--- src/rtl/uart_tx_arbiter.sv ---
`default_nettype none
// ============================================================================
//  Module   : uart_tx_arbiter
//  Purpose  : Shares one UART byte transmitter between two byte producers.
//             A round-robin arbiter grants one requester, latches its byte,
//             runs the transmitter's four-phase tx_sent/tx_recieve handshake
//             and then pulses the requester's acknowledge for one cycle.
//             A saturating watchdog timer aborts a stalled handshake, flags
//             a sticky error and still acknowledges the requester.
//
//  Ports    : clk_raw      in   system clock, rising edge
//             rst          in   asynchronous active-high reset
//             req0/req1    in   requester N has a byte pending
//             data0/data1  in   requester N byte (8 bit)
//             ack0/ack1    out  one-cycle pulse: requester N byte consumed
//             tx_data      out  byte to transmitter, latched at grant
//             tx_sent      out  transmit request to transmitter
//             tx_recieve   in   transmitter has taken the byte / finished
//             busy         out  high whenever the sequencer is not idle
//             grant_id     out  id of the most recently granted requester
//             timeout_err  out  sticky handshake-timeout flag
//
//  Revision : 1.0  initial release
// ============================================================================
module uart_tx_arbiter #(
    parameter int unsigned TIMEOUT = 65535
) (
    input  logic       clk_raw,
    input  logic       rst,
    input  logic       req0,
    input  logic [7:0] data0,
    output logic       ack0,
    input  logic       req1,
    input  logic [7:0] data1,
    output logic       ack1,
    output logic [7:0] tx_data,
    output logic       tx_sent,
    input  logic       tx_recieve,
    output logic       busy,
    output logic       grant_id,
    output logic       timeout_err
);

    localparam logic [15:0] C_TIMEOUT   = 16'(TIMEOUT);
    localparam logic [15:0] C_TIMER_MAX = 16'hFFFF;

    typedef enum logic [1:0] {
        ST_IDLE    = 2'd0,
        ST_SEND    = 2'd1,
        ST_RELEASE = 2'd2,
        ST_ACK     = 2'd3
    } state_t;

    state_t      r_state;
    state_t      w_next_state;
    logic        r_last;
    logic [15:0] r_timer;

    logic        w_req_any;
    logic        w_pick;
    logic        w_in_handshake;
    logic        w_timed_out;
    logic        w_grant;

    // ------------------------------------------------------------------
    // Arbitration: a lone requester always wins; on a tie the requester
    // that was not served last wins, giving strict alternation.
    // ------------------------------------------------------------------
    always_comb begin
        w_req_any = req0 | req1;
        if (req0 && req1) begin
            w_pick = ~r_last;
        end else begin
            w_pick = req1;
        end
    end

    always_comb begin
        w_in_handshake = (r_state == ST_SEND) || (r_state == ST_RELEASE);
        w_timed_out    = w_in_handshake && (r_timer == C_TIMEOUT);
        w_grant        = (r_state == ST_IDLE) && w_req_any;
    end

    // ------------------------------------------------------------------
    // Next-state logic. The timeout check takes precedence over the
    // handshake so an abort always lands in ACK.
    // ------------------------------------------------------------------
    always_comb begin
        w_next_state = r_state;
        case (r_state)
            ST_IDLE: begin
                if (w_req_any) begin
                    w_next_state = ST_SEND;
                end
            end
            ST_SEND: begin
                if (w_timed_out) begin
                    w_next_state = ST_ACK;
                end else if (tx_recieve) begin
                    w_next_state = ST_RELEASE;
                end
            end
            ST_RELEASE: begin
                if (w_timed_out) begin
                    w_next_state = ST_ACK;
                end else if (!tx_recieve) begin
                    w_next_state = ST_ACK;
                end
            end
            ST_ACK: begin
                w_next_state = ST_IDLE;
            end
            default: begin
                w_next_state = ST_IDLE;
            end
        endcase
    end

    // ------------------------------------------------------------------
    // State register and registered outputs. Outputs are derived from
    // the next state so they are valid right after the edge that enters
    // the corresponding state.
    // ------------------------------------------------------------------
    always_ff @(posedge clk_raw or posedge rst) begin
        if (rst) begin
            r_state     <= ST_IDLE;
            r_last      <= 1'b1;
            r_timer     <= 16'd0;
            tx_data     <= 8'h00;
            tx_sent     <= 1'b0;
            ack0        <= 1'b0;
            ack1        <= 1'b0;
            busy        <= 1'b0;
            grant_id    <= 1'b0;
            timeout_err <= 1'b0;
        end else begin
            r_state <= w_next_state;
            tx_sent <= (w_next_state == ST_SEND);
            busy    <= (w_next_state != ST_IDLE);
            // ACK is only ever entered from SEND/RELEASE, so grant_id
            // still names the requester being served.
            ack0    <= (w_next_state == ST_ACK) && !grant_id;
            ack1    <= (w_next_state == ST_ACK) &&  grant_id;

            if (w_grant) begin
                tx_data  <= w_pick ? data1 : data0;
                grant_id <= w_pick;
                r_last   <= w_pick;
                r_timer  <= 16'd0;
            end else if (w_in_handshake && (r_timer != C_TIMER_MAX)) begin
                r_timer <= r_timer + 16'd1;
            end

            if (w_timed_out) begin
                timeout_err <= 1'b1;
            end
        end
    end

endmodule
`default_nettype wire

--- config.mk ---
export PLATFORM = sky130hd
export DESIGN_NAME = uart_tx_arbiter
export DESIGN_NICKNAME = d
export VERILOG_FILES = /design/src/rtl/uart_tx_arbiter.sv
export SDC_FILE = /design/constraint.sdc
export NUM_CORES = 1
export LEC_CHECK = 0
export BUFFER_PORTS_ARGS = -buffer_cell sky130_fd_sc_hd__buf_2
export CAP_MARGIN = 10
export CORE_ASPECT_RATIO = 0.8
export CORE_MARGIN = 3
export CORE_UTILIZATION = 40
export CTS_CLUSTER_DIAMETER = 30
export DETAILED_ROUTE_END_ITERATION = 6
export GPL_ROUTABILITY_DRIVEN = 0
export GPL_TIMING_DRIVEN = 0
export MAX_ROUTING_LAYER = met4
export PLACE_DENSITY = 0.73
export SETUP_SLACK_MARGIN = 0.5
export SLEW_MARGIN = 5
export SYNTH_ARGS = -nofsm -noshare
export SYNTH_HDL_FRONTEND = slang
export SYNTH_SLANG_ARGS = --single-unit
--- constraint.sdc ---
create_clock -name clk_raw -period 3.44 [get_ports clk_raw]
set_clock_uncertainty 0.2 [all_clocks]
set_input_delay 0.172 -clock clk_raw [delete_from_list [all_inputs] [get_ports clk_raw]]
set_output_delay 0.172 -clock clk_raw [all_outputs]
set_load 0.01 [all_outputs]
==> flow_metrics.py, run 1 <==
metrics = {
    "status": {
        "status": "finished, violations left",
        "failed_checks": "hold timing",
    },
    "cts": {
        "worstSkewPairLatency_ns": 0.28,
        "tritoncts": "built",
        "cts_root_buffer": "clkbuf_8",
        "numCtsBuffers": 5,
        "clock-sinks": 33,
        "cts.repair.resized": 0,
        "clockBufferDepth": 2,
        "clk_pin_slew_ns": 0.07,
        "htreeDepth": 2,
    },
    "timing": {
        "tightest_slew_ns": 0.631,
        "finalWorstSetupSlack_ns": 1.11,
        "setup_viol": 0,
        "finalSetupTns_ns": 0,
        "fin_hold_ws_ns": -0.0106,
        "slew_violations": 0,
        "fmax_mhz": 430,
        "final-hold-violation-count": 2,
        "slew_headroom": 0.579,
        "period_needed_ns": 2.33,
        "rsz0062_at_grt": "no",
        "final.period_utilization": 0.676,
    },
    "global_route": {
        "met2_usage": 0.265,
        "grt-busiest-layer": "met2",
        "gr-usage-met3": 0.0459,
        "overflow": 0,
        "grt_pass1_wl_mm": 7.27,
        "grt_antenna_before_repair": 0,
        "use_met1": 0.248,
        "grt_usage": 0.180,
        "grt_pass1_vias": 1518,
        "grt_max_degree": 21,
    },
    "worst_setup_path": {
        "ff2ff_path_depth": 8,
        "crit_fanout": 9,
        "crit_arrival_ns": 2.33,
        "r2r-end": "r_timer[15]",
        "cp-start-kind": "flop",
        "cp.required_ns": 3.44,
        "setup.worst_path.end_class": "flop",
        "r2r_start": "r_state[0]",
        "reg2reg_slack_ns": 1.11,
        "worstPathCellList": "inv_1 -> ha_1 -> buf_6 -> nand3_2 -> or2_0 -> buf_2 -> or4_1 -> a21oi_1",
        "worstSetupPathType": "reg2reg",
        "slowest_delay_ns": 0.51,
        "crit_path_top_delay_cell": "or4_1",
    },
    "drt": {
        "viasPerCell": 5.37,
        "dr.pass1.iters": 4,
        "ant_nets": 0,
        "drcViolationCount": 0,
        "drtIter0Drc": 87,
        "vias": 1589,
        "wl_per_cell_um": 14.8,
        "wl_mm": 4.37,
    },
    "pwr": {
        "power_mw": 1.58,
        "p_leak_nw": 1.06,
        "peakVddDrop_mv": 0.428,
        "power.density_nw_per_um2": 676,
    },
    "worst_hold_path": {
        "min-delay-start": "data0[4]",
        "min_to": "tx_data[4]",
        "hold_path.class": "in2reg",
        "hold_depth": 3,
    },
    "logic_synthesis": {
        "ys_warn_count": 0,
        "avgSynthCellArea_um2": 9.83,
        "synth_cell_types": 38,
        "syn_inst": 186,
        "yosysTopAreaCell": "dfrtp_1",
        "syn_nets": 211,
        "yosys.area.top_type_share": 0.438,
        "ys_top_cells_by_area": "dfrtp_1 (44%), a21oi_1 (4.7%), mux2i_1 (4.4%)",
        "syn_area_um2": 1830,
        "yosysSeqAreaShare": 0.452,
        "ys_ff_latch": 33,
    },
    "layout": {
        "final_cell_mix": "buf_2 (36), dfrtp_1 (32), nand2_1 (17), a21oi_1 (17), o21ai_0 (16)",
        "syn_to_final_growth_pct": 27.5,
        "num-nets-final": 263,
        "finalCoreUtilization": 0.545,
        "mostFrequentLayoutCell": "buf_2",
        "drive_gt1_frac": 0.238,
        "diodes": 0,
    },
    "floorplan": {
        "die_height_um": 66.5,
        "core_area_um2": 4280,
        "initial_core_util": 0.427,
        "io-pin-count": 35,
        "rows": 21,
        "die_w_um": 81.6,
        "die-area_um2": 5430,
    },
    "placed_design": {
        "port_buffers": 34,
        "dp_hpwl_mm": 2.99,
        "dp_slack_ns": 1.14,
    },
    "job": {
        "maxCapViolations": 0,
    },
}
==> cells by family (layout without fill, tap and decap cells) <==
group                      after synthesis  in the layout  synth area share
muxes                                    8              8            0.0438
buffers and inverters                   18             71            0.0547
adders and majority gates                5              5            0.0328
and+or+nand+nor                         68             68             0.241
AOI/OAI and AO/OA                       54             54             0.176
DFF                                     33             33             0.452
==> registers in the layout, indices dropped and copies added (netlist names) <==
| name | cells |
|---|---|
| ack1 | 1 |
| r_last | 1 |
| grant_id | 1 |
| ack0 | 1 |
| r_timer | 16 |
| busy | 1 |
| timeout_err | 1 |
| tx_sent | 1 |
| tx_data | 8 |
| r_state | 2 |
==> routing by layer <==
| metal | vias up | share of wire |
|---|---|---|
| li1 | 800 | - |
| met1 | 750 | 0.49 |
| met2 | 35 | 0.44 |
| met3 | 4 | 0.059 |
| met4 | 0 | 0.0078 |
| met5 | - | 0 |
==> critical path, delay by kind of cell, from the launching register on <==
family	cells	cell delay (ns)
AND/OR/NAND/NOR	3	0.79
adder cells (fa/ha/maj)	1	0.29
AO/OA/AOI/OAI	1	0.17
flip-flops	1	0.39
buffers and inverters	3	0.41
==> repair_timing <==
| action | CTS | global route |
|---|---|---|
| hold buffers | 10 | 0 |
| hold endpoints to repair | 18 | 0 |
| buffers inserted | 0 | 0 |
==> cell type report <==
class	count	area, um2
Clock buffer	5	68.8
Clock inverter	3	65.1
Inverter	8	30.0
Sequential cell	33	827
Tap cell	57	71.3
Multi-Input combinational cell	135	902
Timing Repair Buffer	45	298
Buffer	10	70.1
Fill cell	355	1950
==> Yosys cell counts <==
master,count
dfrtp_1,32
a21oi_1,17
nand2_1,17
o21ai_0,16
o31ai_1,9
or4_1,9
inv_1,8
mux2i_1,8
and2_1,6
nor2_1,6
nand3_1,5
nand4_1,5
a31oi_1,4
buf_6,4
clkbuf_1,4
ha_1,4
or3_1,4
and4_1,3
a211oi_1,2
a41o_1,2
buf_2,2
nand4_4,2
nor3_1,2
a21boi_0,1
a221oi_1,1
dfstp_2,1
maj3_1,1
nand2b_1,1
nand3_2,1
nand4_2,1
nor2b_1,1
nor4_1,1
nor4_4,1
o211ai_1,1
o21ai_1,1
or2_0,1
or3b_2,1
or4_4,1
==> where the power goes <==
group	leakage, nW	switching, mW	internal, mW	total, mW
logic	0.560	0.357	0.237	0.595
registers	0.434	0.0577	0.494	0.551
clock network	0.0681	0.143	0.288	0.431
==> worst max-delay path by stage <==
stage | slack, ns | to | from | depth (start not counted)
finish | 1.11 | r_timer[15] | r_state[0] | 8
global route | 0.98 | r_timer[11] | r_state[0] | 8
CTS | 1.11 | r_timer[15] | r_state[0] | 8
detailed placement | 1.14 | r_timer[9] | r_state[0] | 8
global placement | 1.18 | r_timer[15] | r_state[0] | 8
floorplan | 1.32 | r_timer[7] | r_state[0] | 8
==> metrics by stage <==
step           cell area, um2  hold WS, ns  std cells
3_3_place_gp             2070        0.191        277
5_1_grt                  2330      0.00453        296
6_report                 2330      -0.0106        296
2_1_floorplan            1830       0.0451        186
3_5_place_dp             2100       0.0828        278
4_1_cts                  2330      0.00162        296
Power figures use the tool's default switching activity.
==> inputs of run 2 (changes only) <==
==> constraint.sdc (replaced) <==
create_clock -name clk_raw -period 2.32 [get_ports clk_raw]
set_clock_uncertainty 0.2 [all_clocks]
set_input_delay 0.116 -clock clk_raw [delete_from_list [all_inputs] [get_ports clk_raw]]
set_output_delay 0.116 -clock clk_raw [all_outputs]
set_load 0.01 [all_outputs]
==> flow_metrics.py, run 2 (synthesis gave the netlist of run 1 again) <==
metrics = {
    "drt": {
        "dr.pass1.iters": 4,
        "vias": 1983,
        "wl_per_cell_um": 18.6,
        "wl_mm": 6.35,
        "viasPerCell": 5.80,
        "ant_nets": 0,
        "drcViolationCount": 0,
        "drtIter0Drc": 186,
    },
    "cts": {
        "clk_pin_slew_ns": 0.07,
        "htreeDepth": 2,
        "numCtsBuffers": 5,
        "cts_root_buffer": "clkbuf_8",
        "clockBufferDepth": 2,
        "worstSkewPairLatency_ns": 0.29,
        "clock-sinks": 33,
        "tritoncts": "built",
    },
    "timing": {
        "final.period_utilization": 0.917,
        "period_needed_ns": 2.13,
        "tightest_slew_ns": 0.580,
        "fmax_mhz": 470,
        "finalWorstSetupSlack_ns": 0.192,
        "finalSetupTns_ns": 0,
        "rsz0062_at_grt": "yes",
        "slew_violations": 0,
        "final-hold-violation-count": 0,
        "fin_hold_ws_ns": 0.0151,
        "setup_viol": 0,
        "slew_headroom": 0.613,
    },
    "global_route": {
        "grt_antenna_before_repair": 0,
        "grt_max_degree": 23,
        "overflow": 0,
        "grt_usage": 0.211,
        "grt_pass1_vias": 1772,
        "grt_pass1_wl_mm": 8.48,
    },
    "worst_hold_path": {
        "hold_path.class": "in2reg",
        "min_to": "busy",
        "hold_depth": 4,
        "min-delay-start": "tx_recieve",
    },
    "worst_setup_path": {
        "r2r-end": "r_timer[14]",
        "reg2reg_slack_ns": 0.19,
        "crit_arrival_ns": 2.13,
        "cp.required_ns": 2.33,
        "ff2ff_path_depth": 8,
        "cp-start-kind": "flop",
        "r2r_start": "r_state[1]",
        "crit_fanout": 5,
        "setup.worst_path.end_class": "flop",
        "worstSetupPathType": "reg2reg",
    },
    "placed_design": {
        "port_buffers": 34,
        "dp_hpwl_mm": 2.88,
        "numPlacedInstances": 278,
        "dp_slack_ns": 0.153,
    },
    "layout": {
        "largest_register": "r_timer",
        "diodes": 0,
        "num-nets-final": 309,
        "reg_top3": "r_timer (16), tx_data (8), r_state (2)",
        "mostFrequentLayoutCell": "buf_2",
        "drive_gt1_frac": 0.512,
        "final_cell_mix": "buf_2 (35), buf_4 (27), dfrtp_1 (26), dlygate4sd3_1 (19), nand2_1 (16)",
        "finalCoreUtilization": 0.705,
        "largest_reg_flops": 16,
        "stdcell_count": 342,
        "syn_to_final_growth_pct": 65.1,
    },
    "floorplan": {
        "core_area_um2": 4280,
        "initial_core_util": 0.427,
        "rows": 21,
        "die_height_um": 66.5,
        "io-pin-count": 35,
        "die-area_um2": 5430,
        "die_w_um": 81.6,
    },
    "pwr": {
        "peakVddDrop_mv": 0.606,
        "p_leak_nw": 1.32,
        "power.density_nw_per_um2": 960,
    },
    "status": {
        "status": "completed",
    },
    "job": {
        "maxCapViolations": 0,
    },
}
## run 2: changes by cell type in the layout (fill, tap and decap cells not counted), sizes merged
cell,before,now
buf,41,77
dlygate4sd3,10,19
bufinv,2,0
clkbuf,9,10
nand3,6,7
clkinv,1,2
## run 2: power breakdown
part | switching [mW] | internal (mW)
Combinational | 0.854 | 0.789
Sequential | 0.0983 | 0.734
Clock | 0.216 | 0.208
## run 2: metrics by stage
step,power (mW),area [um2]
after CTS,2.41,2640
final,2.90,3020
after global placement,1.66,2090
after global routing,3.07,3020
after detailed placement,1.69,2120
after floorplan,1.42,1850
## run 2: cell type report
| type | instances | area (um2) |
|---|---|---|
| well taps | 57 | 71.3 |
| clock inverters | 2 | 10.0 |
| clock buffers | 6 | 72.6 |
| fillers | 268 | 1260 |
| multi-input cells | 136 | 1180 |
| repair buffers | 90 | 727 |
| plain buffers | 10 | 92.6 |
| inverters | 8 | 30.0 |
| flip-flops and latches | 33 | 835 |
## run 2: routing by layer
layer / vias to the layer above / track usage / routed length (um) / part of all wire
li1: 895 / - / - / -
met1: 976 / 0.292 / 2650 / 0.42
met2: 82 / 0.316 / 3010 / 0.47
met3: 30 / 0.0473 / 442 / 0.070
met4: 0 / 0.0519 / 244 / 0.038
met5: - / - / 0 / 0
## run 2: repair_timing
item,CTS,global route
pin swaps,12,26
gates cloned,2,1
resized for setup,28,60
endpoints found under the hold margin,20,0
setup endpoints to repair,29,30
hold buffers,19,0
buffers inserted,15,19
## run 2: worst max-delay path by stage
stage	end	startpoint	slack, ns
CTS	r_timer[15]	r_state[1]	0.29
floorplan	r_timer[15]	r_state[0]	0.26
finish	r_timer[14]	r_state[1]	0.19
detailed placement	r_timer[15]	r_state[1]	0.15
global placement	r_timer[15]	r_state[1]	0.15
global route	r_timer[14]	r_state[1]	0.16
## run 2: worst max-delay path, cell delays in order, from the launching register on
cell     delay [ns]
dfrtp_1        0.39
inv_2          0.07
ha_4           0.26
buf_6          0.11
buf_12         0.10
buf_8          0.10
nand4_1        0.15
or4_1          0.47
a21oi_2        0.19
